--- config.mk ---
export PLATFORM = sky130hd
export DESIGN_NAME = melody_step_sequencer
export DESIGN_NICKNAME = d
export VERILOG_FILES = /design/src/rtl/melody_pkg.sv /design/src/rtl/tempo_tick_gen.sv /design/src/rtl/melody_step_sequencer.sv
export SDC_FILE = /design/constraint.sdc
export NUM_CORES = 1
export LEC_CHECK = 0
export CORE_ASPECT_RATIO = 0.5
export CORE_UTILIZATION = 30
export CTS_BUF_LIST = sky130_fd_sc_hd__clkbuf_4
export DETAILED_ROUTE_END_ITERATION = 16
export GPL_ROUTABILITY_DRIVEN = 0
export GPL_TIMING_DRIVEN = 0
export PLACE_DENSITY = 0.55
export SETUP_SLACK_MARGIN = 0.02
export SLEW_MARGIN = 20
export SYNTH_ARGS = -nofsm -noshare
export SYNTH_HDL_FRONTEND = slang
export SYNTH_SLANG_ARGS = --single-unit
--- constraint.sdc ---
create_clock -name clk -period 5.25 [get_ports clk]
set_clock_uncertainty 0.15 [all_clocks]
set_input_delay 1.05 -clock clk [delete_from_list [all_inputs] [get_ports clk]]
set_output_delay 1.05 -clock clk [all_outputs]
set_load 0.005 [all_outputs]
--- src/rtl/melody_pkg.sv ---
// Shared definitions for the melody path: sequencer state encoding, tempo
// codes and default melody dimensions. The note mux and the step sequencer
// both use these defaults, so they always agree on the melody length.
package melody_pkg;

  typedef enum logic [1:0] {
    IDLE = 2'd0,
    PLAY = 2'd1,
    HOLD = 2'd2
  } state_e;

  // Tempo codes. Code 2'b11 is unassigned and plays at the base rate.
  localparam logic [1:0] TEMPO_BASE = 2'b00;
  localparam logic [1:0] TEMPO_SLOW = 2'b01;  // 2x step length
  localparam logic [1:0] TEMPO_FAST = 2'b10;  // step length / 2, floored

  localparam int DEF_STEP_TICKS = 12_500_000;  // 250 ms at 50 MHz
  localparam int DEF_NUM_STEPS  = 26;
  localparam int DEF_SEL_W      = 8;

endpackage

--- src/rtl/tempo_tick_gen.sv ---
// Step-length timer.
//   clk, rst_n : clock, async active-low reset
//   tempo      : tempo code, applied every cycle (not latched)
//   clear      : force the counter to 0 (takes priority over hold)
//   hold       : freeze the counter
//   tick       : high in the cycle the counter reaches its terminal value;
//                the counter returns to 0 on the following edge
module tempo_tick_gen
  import melody_pkg::*;
#(
  parameter int STEP_TICKS = DEF_STEP_TICKS
) (
  input  logic       clk,
  input  logic       rst_n,
  input  logic [1:0] tempo,
  input  logic       clear,
  input  logic       hold,
  output logic       tick
);

  // One bit of headroom above what 2*STEP_TICKS-1 needs.
  localparam int CW = $clog2(2 * STEP_TICKS) + 1;

  logic [CW-1:0] cnt;
  logic [CW-1:0] period;
  logic          term;

  always_comb begin
    period = CW'(STEP_TICKS);
    case (tempo)
      TEMPO_SLOW: period = CW'(2 * STEP_TICKS);
      TEMPO_FAST: period = CW'(STEP_TICKS / 2);
      default:    period = CW'(STEP_TICKS);
    endcase
  end

  // >= rather than ==: if the tempo shortens mid-step and the counter is
  // already past the new end, the step ends now instead of wrapping around.
  assign term = (cnt >= period - CW'(1));
  assign tick = !clear && !hold && term;

  always_ff @(posedge clk or negedge rst_n) begin
    if (!rst_n)      cnt <= '0;
    else if (clear)  cnt <= '0;
    else if (!hold)  cnt <= term ? '0 : cnt + CW'(1);
  end

endmodule

--- src/rtl/melody_step_sequencer.sv ---
// Controllable step sequencer feeding the note mux.
//   clk, rst_n : clock, async active-low reset
//   start      : pulse, (re)start the melody at step 0
//   stop       : abort playback, back to idle (beats start)
//   pause      : level, freeze position while high
//   loop_en    : level, wrap to step 0 after the last step
//   tempo      : step-length code (see melody_pkg)
//   sel        : current step index
//   control    : 1 while playing; 0 tells the mux to output mute
//   step_stb   : one-cycle pulse on each step advance (including wraps)
//   done       : one-cycle pulse when the melody ends without looping
module melody_step_sequencer
  import melody_pkg::*;
#(
  parameter int STEP_TICKS = DEF_STEP_TICKS,
  parameter int NUM_STEPS  = DEF_NUM_STEPS,
  parameter int SEL_W      = DEF_SEL_W
) (
  input  logic             clk,
  input  logic             rst_n,
  input  logic             start,
  input  logic             stop,
  input  logic             pause,
  input  logic             loop_en,
  input  logic [1:0]       tempo,
  output logic [SEL_W-1:0] sel,
  output logic             control,
  output logic             step_stb,
  output logic             done
);

  localparam logic [SEL_W-1:0] LAST = SEL_W'(NUM_STEPS - 1);

  state_e           state, state_n;
  logic [SEL_W-1:0] sel_n;
  logic             stb_n, done_n;
  logic             clear, hold, tick;

  // Counter runs only while playing; it is zeroed in idle and on any
  // stop/start so a restart always gets a full first step.
  assign clear = (state == IDLE) || stop || start;
  assign hold  = (state != PLAY);

  tempo_tick_gen #(.STEP_TICKS(STEP_TICKS)) u_tick (
    .clk   (clk),
    .rst_n (rst_n),
    .tempo (tempo),
    .clear (clear),
    .hold  (hold),
    .tick  (tick)
  );

  always_comb begin
    state_n = state;
    sel_n   = sel;
    stb_n   = 1'b0;
    done_n  = 1'b0;
    case (state)
      IDLE: begin
        sel_n = '0;
        if (start && !stop) state_n = PLAY;
      end
      PLAY, HOLD: begin
        if (stop) begin
          state_n = IDLE;
          sel_n   = '0;
        end else if (start) begin
          state_n = PLAY;
          sel_n   = '0;
        end else if (state == PLAY) begin
          if (tick) begin
            if (sel < LAST) begin
              sel_n = sel + SEL_W'(1);
              stb_n = 1'b1;
            end else if (loop_en) begin
              sel_n = '0;
              stb_n = 1'b1;
            end else begin
              state_n = IDLE;
              sel_n   = '0;
              done_n  = 1'b1;
            end
          end
          // Advance first, then pause; a finished melody stays idle.
          if (pause && state_n == PLAY) state_n = HOLD;
        end else if (!pause) begin
          state_n = PLAY;
        end
      end
      default: begin
        state_n = IDLE;
        sel_n   = '0;
      end
    endcase
  end

  always_ff @(posedge clk or negedge rst_n) begin
    if (!rst_n) begin
      state    <= IDLE;
      sel      <= '0;
      control  <= 1'b0;
      step_stb <= 1'b0;
      done     <= 1'b0;
    end else begin
      state    <= state_n;
      sel      <= sel_n;
      control  <= (state_n == PLAY);
      step_stb <= stb_n;
      done     <= done_n;
    end
  end

endmodule

==> results.txt, run 1 <==
RSZ-0062 raised after global routing: no
CP required: 5.39 ns
CTS Hold Buffers Added: 0
Largest net degree at the start of global routing: 32
Power density over the cells: 249 mW/mm²
Initial drt markers: 152
Critical path class: in -> reg
Final Hold Viols: 0
Reg2Reg Setup Slack: 2.17 ns
Die Footprint: 0.00917 mm²
Critical path arrival: 4.41 ns
Post-Syn Instances: 288
HP Class: reg -> reg
Synth Warn #: 0
Setup violators final: 0
Hold path startpoint: u_tick.cnt[20]$_DFFE_PN0P_
CTS sink cnt: 39
Most area-consuming cells after synthesis: dfrtp_1, ha_1, nand2_1
Mapped Nets: 322
CTS Buffer Depth: 2
IO buf count: 18
Status: completed
Leak pwr: 1.38 nW
Pre-antenna DRT Iters: 4
FF+latch count, synth: 39
Global-route wire length before repair: 11700 µm
Worst Tran Pin Value: 0.950 ns
N_diodes: 0
CTS tree: done
Netlist Area Pre-Place: 0.00263 mm²
Worst Path Buf+Inv: 3
Yosys cell types: 52
DP Wirelength: 4810 µm
Post-Synthesis Mean Instance Area: 9.13 µm²
Slowest CP cell: a2111oi_4
Chip height: 68.2 µm
CP Launch Point: tempo[0]
Cell with the most instances after synthesis: dfrtp_1
Top-area cell type share of the netlist area: 37.1%
Overflow after GRT: 0
CP endpoint kind: register
Max incr delay on CP: 0.74 ns
H-Tree Depth: 2
EDFF count, synth: 0
R2R depth: 9
Worst-Skew Late Latency: 0.35 ns
# DRC: 0
Setup TNS: 0 ns
Max-slew headroom: 36.1%
Routed vias/inst: 5.43
Async SR Flop Fraction: 100%
Die Wd: 134 µm
Area growth syn-to-layout: 17.0%
Drt total wl: 6670 µm
Core ar.: 0.00826 mm²
Initial antenna violation count: 0
Fmax: 234 MHz
Clk slew on worst S/H paths: 0.13 ns
Crit Path Max Fanout: 10
Worst hold slack: 0.339 ns
CP top delay family: compound AO/OA/AOI/OAI gates
Max-cap viol count: 0
Root buf cell: clkbuf_4
Layout cells sized above 1: 9.52%
Worst vdd ir: 0.000158 V
Num CTS Buffers: 5
CP Cell Sequence: clkdlybuf4s50_1 -> inv_1 -> ha_1 -> inv_1 -> ha_1 -> and4b_2 -> nand4_4 -> a2111oi_4 -> o21ai_2 -> or3_1 -> a21oi_1
Min Clock Period, post-route: 4.27 ns
Reg-to-Reg Start: state[0]$_DFF_PN0_
Period utilization: 81.3%
Dominant cell type by area after synthesis: dfrtp_1
Average wire per standard cell: 15.6 µm
Setup Buffers After CTS: 0
Sequential area share after synthesis: 37.1%
CP Launch Type: input pin
CP Capture Point: sel[7]$_DFFE_PN0P_
Post-CTS Resized: 0
Vias in the first global route: 2387
FF-to-FF End: u_tick.cnt[24]$_DFFE_PN0P_
Total GRT Usage: 16.3%
Main synth FF type: dfrtp_1
Rows: 23
ANT nets after route: 0
Slew Limit Fails: 0
Critical path depth: 11
Commonest cells post-synth: dfrtp_1, nand2_1, ha_1, nand3_1, o21ai_0
Final #Nets: 348
Fill cells: 783
Vias: 2319
Num ports: 19
Starting Density: 31.8%
## worst min-delay path by stage
stage	end	slack, ns	cells after the start
after floorplan	u_tick.cnt[20]$_DFFE_PN0P_	0.29	1
after global placement	u_tick.cnt[20]$_DFFE_PN0P_	0.31	1
after detailed placement	u_tick.cnt[20]$_DFFE_PN0P_	0.32	1
after CTS	u_tick.cnt[20]$_DFFE_PN0P_	0.34	1
after global routing	u_tick.cnt[7]$_DFFE_PN0P_	0.38	1
final	u_tick.cnt[20]$_DFFE_PN0P_	0.34	1
## kinds of logic after synthesis
logic type	synth area share [%]
other	0.286
adder cells (fa/ha/maj)	12.4
AND/OR/NAND/NOR	24.5
AO/OA/AOI/OAI	21.6
flip-flops	37.1
multiplexers	1.52
buffers and inverters	2.66
## cell type report
type	instances	area [µm²]	share of cell area, %
clock buffer	5	37.5	1.22
tap	112	140	4.55
buffer	6	28.8	0.935
clock inverter	3	67.6	2.20
timing repair buffer	19	195	6.34
inverter	11	41.3	1.34
multi-input combinational	232	1590	51.7
sequential	39	976	31.7
## power breakdown
part | internal [mW] | switching, mW | leakage [nW]
logic | 0.0702 | 0.114 | 0.785
registers | 0.310 | 0.0109 | 0.541
clock network | 0.148 | 0.113 | 0.0514
## per-stage QoR
stage / std cells / setup WS, ns / power [mW] / area [µm²] / utilization (%)
4_1_cts: 427 / 1.00 / 0.770 / 3080 / 37.3
5_1_grt: 427 / 0.815 / 0.812 / 3080 / 37.3
3_5_place_dp: 419 / 0.643 / 0.511 / 2970 / 36.0
2_1_floorplan: 288 / 1.72 / 0.444 / 2630 / -
3_3_place_gp: 418 / 0.720 / 0.499 / 2950 / 35.7
6_report: 427 / 0.984 / 0.766 / 3080 / 37.3
## cell usage in the layout, fill, tap and decap left out, drive strengths merged, types with 6 or more instances in the layout
| cell | count |
|---|---|
| nand3 | 21 |
| clkdlybuf4s50 | 17 |
| nor3 | 10 |
| dfrtp | 39 |
| o21ai | 17 |
| buf | 6 |
| and3 | 11 |
| nand2 | 36 |
| a22o | 6 |
| a21oi | 12 |
| clkbuf | 7 |
| nor2 | 16 |
| ha | 26 |
| a31oi | 14 |
| a41oi | 6 |
| inv | 11 |
## state kept, by name, indices dropped and copies added (netlist names)
register and flops:
state 2, sel 8, done 1, u_tick.cnt 26
step_stb 1, control 1
## layer usage
| metal | track usage [%] | part of all wire (%) | wire (µm) |
|---|---|---|---|
| met1 | 21.0 | 49 | 3290 |
| met2 | 28.1 | 47 | 3110 |
| met3 | 3.11 | 3.2 | 214 |
| met4 | 4.92 | 0.72 | 48 |
| met5 | 0 | 0 | 0 |
(Power assumes the default switching activity.)
==> run 2, diff against run 1 <==
==> constraint.sdc (replaced) <==
create_clock -name clk -period 4 [get_ports clk]
set_clock_uncertainty 0.15 [all_clocks]
set_input_delay 0.8 -clock clk [delete_from_list [all_inputs] [get_ports clk]]
set_output_delay 0.8 -clock clk [all_outputs]
set_load 0.005 [all_outputs]
==> results.txt, run 2 (synthesis gave the netlist of run 1 again) <==
Status: completed
Critical path arrival: 3.81 ns (-0.60 ns)
Top reg by flops: u_tick.cnt
Top Registers: u_tick.cnt: 26 flops, sel: 8 flops, state: 2 flops
Largest net degree at the start of global routing: 32 (unchanged)
Die Footprint: 0.00917 mm² (unchanged)
Sw frac: 31.0% (about the same)
Worst hold slack: 0.131 ns (-0.208 ns)
Final Hold Viols: 0 (unchanged)
Leak pwr: 1.39 nW (+1.2%)
Cells after DPL: 419 (unchanged)
HP Class: in -> async
Tot Pwr: 1.01 mW (+31%)
CP Cell Sequence: clkdlybuf4s50_1 -> inv_1 -> ha_1 -> inv_1 -> ha_1 -> and4b_2 -> nand4_4 -> a2111oi_4 -> buf_4 -> nor2_2 -> buf_2 -> a21o_1 -> a22o_1
CP required: 4.11 ns (-1.28 ns)
Internal: 694 µW (+31%)
Register share of total power: 41.9% (about the same)
IO buf count: 18 (unchanged)
Final #Nets: 351 (+0.86%)
Reg2Reg Setup Slack: 1.17 ns (-1.00 ns)
Root buf cell: clkbuf_4
Vias: 2336 (+0.73%)
Worst Tran Pin Value: 0.930 ns (-0.0203 ns)
Slowest CP cell: clkdlybuf4s50_1
Area growth syn-to-layout: 18.1%
Fmax: 270 MHz
Most common cell after layout, fill and taps aside: dfrtp_1
Clock share of power: 34.0% (about the same)
Num CTS Buffers: 5 (unchanged)
Max-slew headroom: 37.5% (+1.4 points)
H-Tree Depth: 2 (unchanged)
Pre-antenna DRT Iters: 4 (unchanged)
Drt total wl: 6720 µm (+0.79%)
Setup TNS: 0 ns (unchanged)
Average wire per standard cell: 15.6 µm (about the same)
Core ar.: 0.00826 mm² (unchanged)
Period utilization: 92.6%
CTS tree: done
Vias in the first global route: 2387 (unchanged)
Num ports: 19 (unchanged)
ANT nets after route: 0 (unchanged)
CP endpoint kind: register
CTS Hold Buffers Added: 0 (unchanged)
Setup violators final: 0 (unchanged)
Commonest non-fill, non-tap cells in the layout: dfrtp_1, nand2_1, ha_1, nand3_1, clkdlybuf4s50_1
Clk slew on worst S/H paths: 0.13 ns (about the same)
Rows: 23 (unchanged)
R2R depth: 9 (unchanged)
Comb power frac: 24.0% (about the same)
Total GRT Usage: 16.3% (unchanged)
Slew Limit Fails: 0 (unchanged)
# DRC: 0 (unchanged)
Min Clock Period, post-route: 3.70 ns
Dpl cell area: 0.00297 mm² (unchanged)
Critical path class: in -> reg
Global-route wire length before repair: 11700 µm (about the same)
Power density over the cells: 324 mW/mm² (+30%)
Finished layout cell area: 0.00311 mm² (+0.94%)
N_diodes: 0 (unchanged)
DP Wirelength: 4810 µm (unchanged)
FF-to-FF End: u_tick.cnt[12]$_DFFE_PN0P_
Worst vdd ir: 0.000208 V (+31%)
Routed vias/inst: 5.43 (about the same)
Die Wd: 134 µm (unchanged)
Count of non-filler cells in the finished layout: 430 (+0.70%)
CTS Buffer Depth: 2 (unchanged)
CTS sink cnt: 39 (unchanged)
Starting Density: 31.8% (unchanged)
Max-cap viol count: 0 (unchanged)
CP Launch Type: input pin
Initial drt markers: 170 (+12%)
Crit Path Max Fanout: 10 (unchanged)
Max FFs per register: 26 (unchanged)
Layout cells sized above 1: 10.7% (+1.2 points)
Overflow after GRT: 0 (unchanged)
RSZ-0062 raised after global routing: no
Worst Path Buf+Inv: 5 (+2)
Worst-Skew Late Latency: 0.36 ns (about the same)
Initial antenna violation count: 0 (unchanged)
Reg-to-Reg Start: state[0]$_DFF_PN0_
CP top delay family: buffers and inverters
Switching pwr: 312 µW (+31%)
Chip height: 68.2 µm (unchanged)
Max incr delay on CP: 0.51 ns (-0.23 ns)
==> run 2: cell type report <==
cell class / count / area (µm²)
Inverter: 11 / 41.3
Timing Repair Buffer: 22 / 218
Clock buffer: 5 / 37.5
Buffer: 6 / 28.8
Fill cell: 781 / 5150
Sequential cell: 39 / 976
Multi-Input combinational cell: 232 / 1600
Tap cell: 112 / 140
Clock inverter: 3 / 67.6
==> run 2: power groups by stage <==
stage	Sequential, mW	Combinational (mW)	Clock [mW]
after floorplan	0.427	0.156	0
after global placement	0.429	0.227	0
after detailed placement	0.429	0.242	0
after CTS	0.422	0.242	0.347
after global routing	0.424	0.275	0.367
final	0.422	0.242	0.342
==> run 2: metal layers <==
metal	wire length (µm)	part of all wire (%)	GRT usage, %	vias to the layer above
met3	248	3.7	3.11	8
met1	3240	48	21.0	1138
met4	59	0.88	4.92	0
met2	3170	47	28.1	48
met5	0	0	0	-
li1	-	-	-	1142
==> run 2: what timing repair did <==
item | in CTS | in global routing
gates resized for setup | 0 | 1
buffers inserted | 0 | 3
pin swaps | 1 | 1
endpoints found under the setup margin | 1 | 19
==> run 2: how the worst max path moves through the flow <==
| stage | slack [ns] | cells past startpoint | start | endpoint |
|---|---|---|---|---|
| 3_5_place_dp | -0.36 | 11 | tempo[0] | sel[7]$_DFFE_PN0P_ |
| 5_1_grt | 0.15 | 12 | tempo[0] | u_tick.cnt[9]$_DFFE_PN0P_ |
| 2_1_floorplan | 0.72 | 10 | tempo[0] | sel[7]$_DFFE_PN0P_ |
| 4_1_cts | 0.07 | 12 | tempo[0] | u_tick.cnt[3]$_DFFE_PN0P_ |
| 3_3_place_gp | -0.28 | 11 | tempo[0] | sel[7]$_DFFE_PN0P_ |
| 6_report | 0.30 | 13 | tempo[0] | u_tick.cnt[3]$_DFFE_PN0P_ |
==> run 2: per-stage QoR <==
stage	setup WS (ns)	utilization, %
2_1_floorplan	0.718	-
3_3_place_gp	-0.280	35.7
3_5_place_dp	-0.357	36.0
4_1_cts	0.0673	37.3
5_1_grt	0.151	37.6
6_report	0.297	37.6
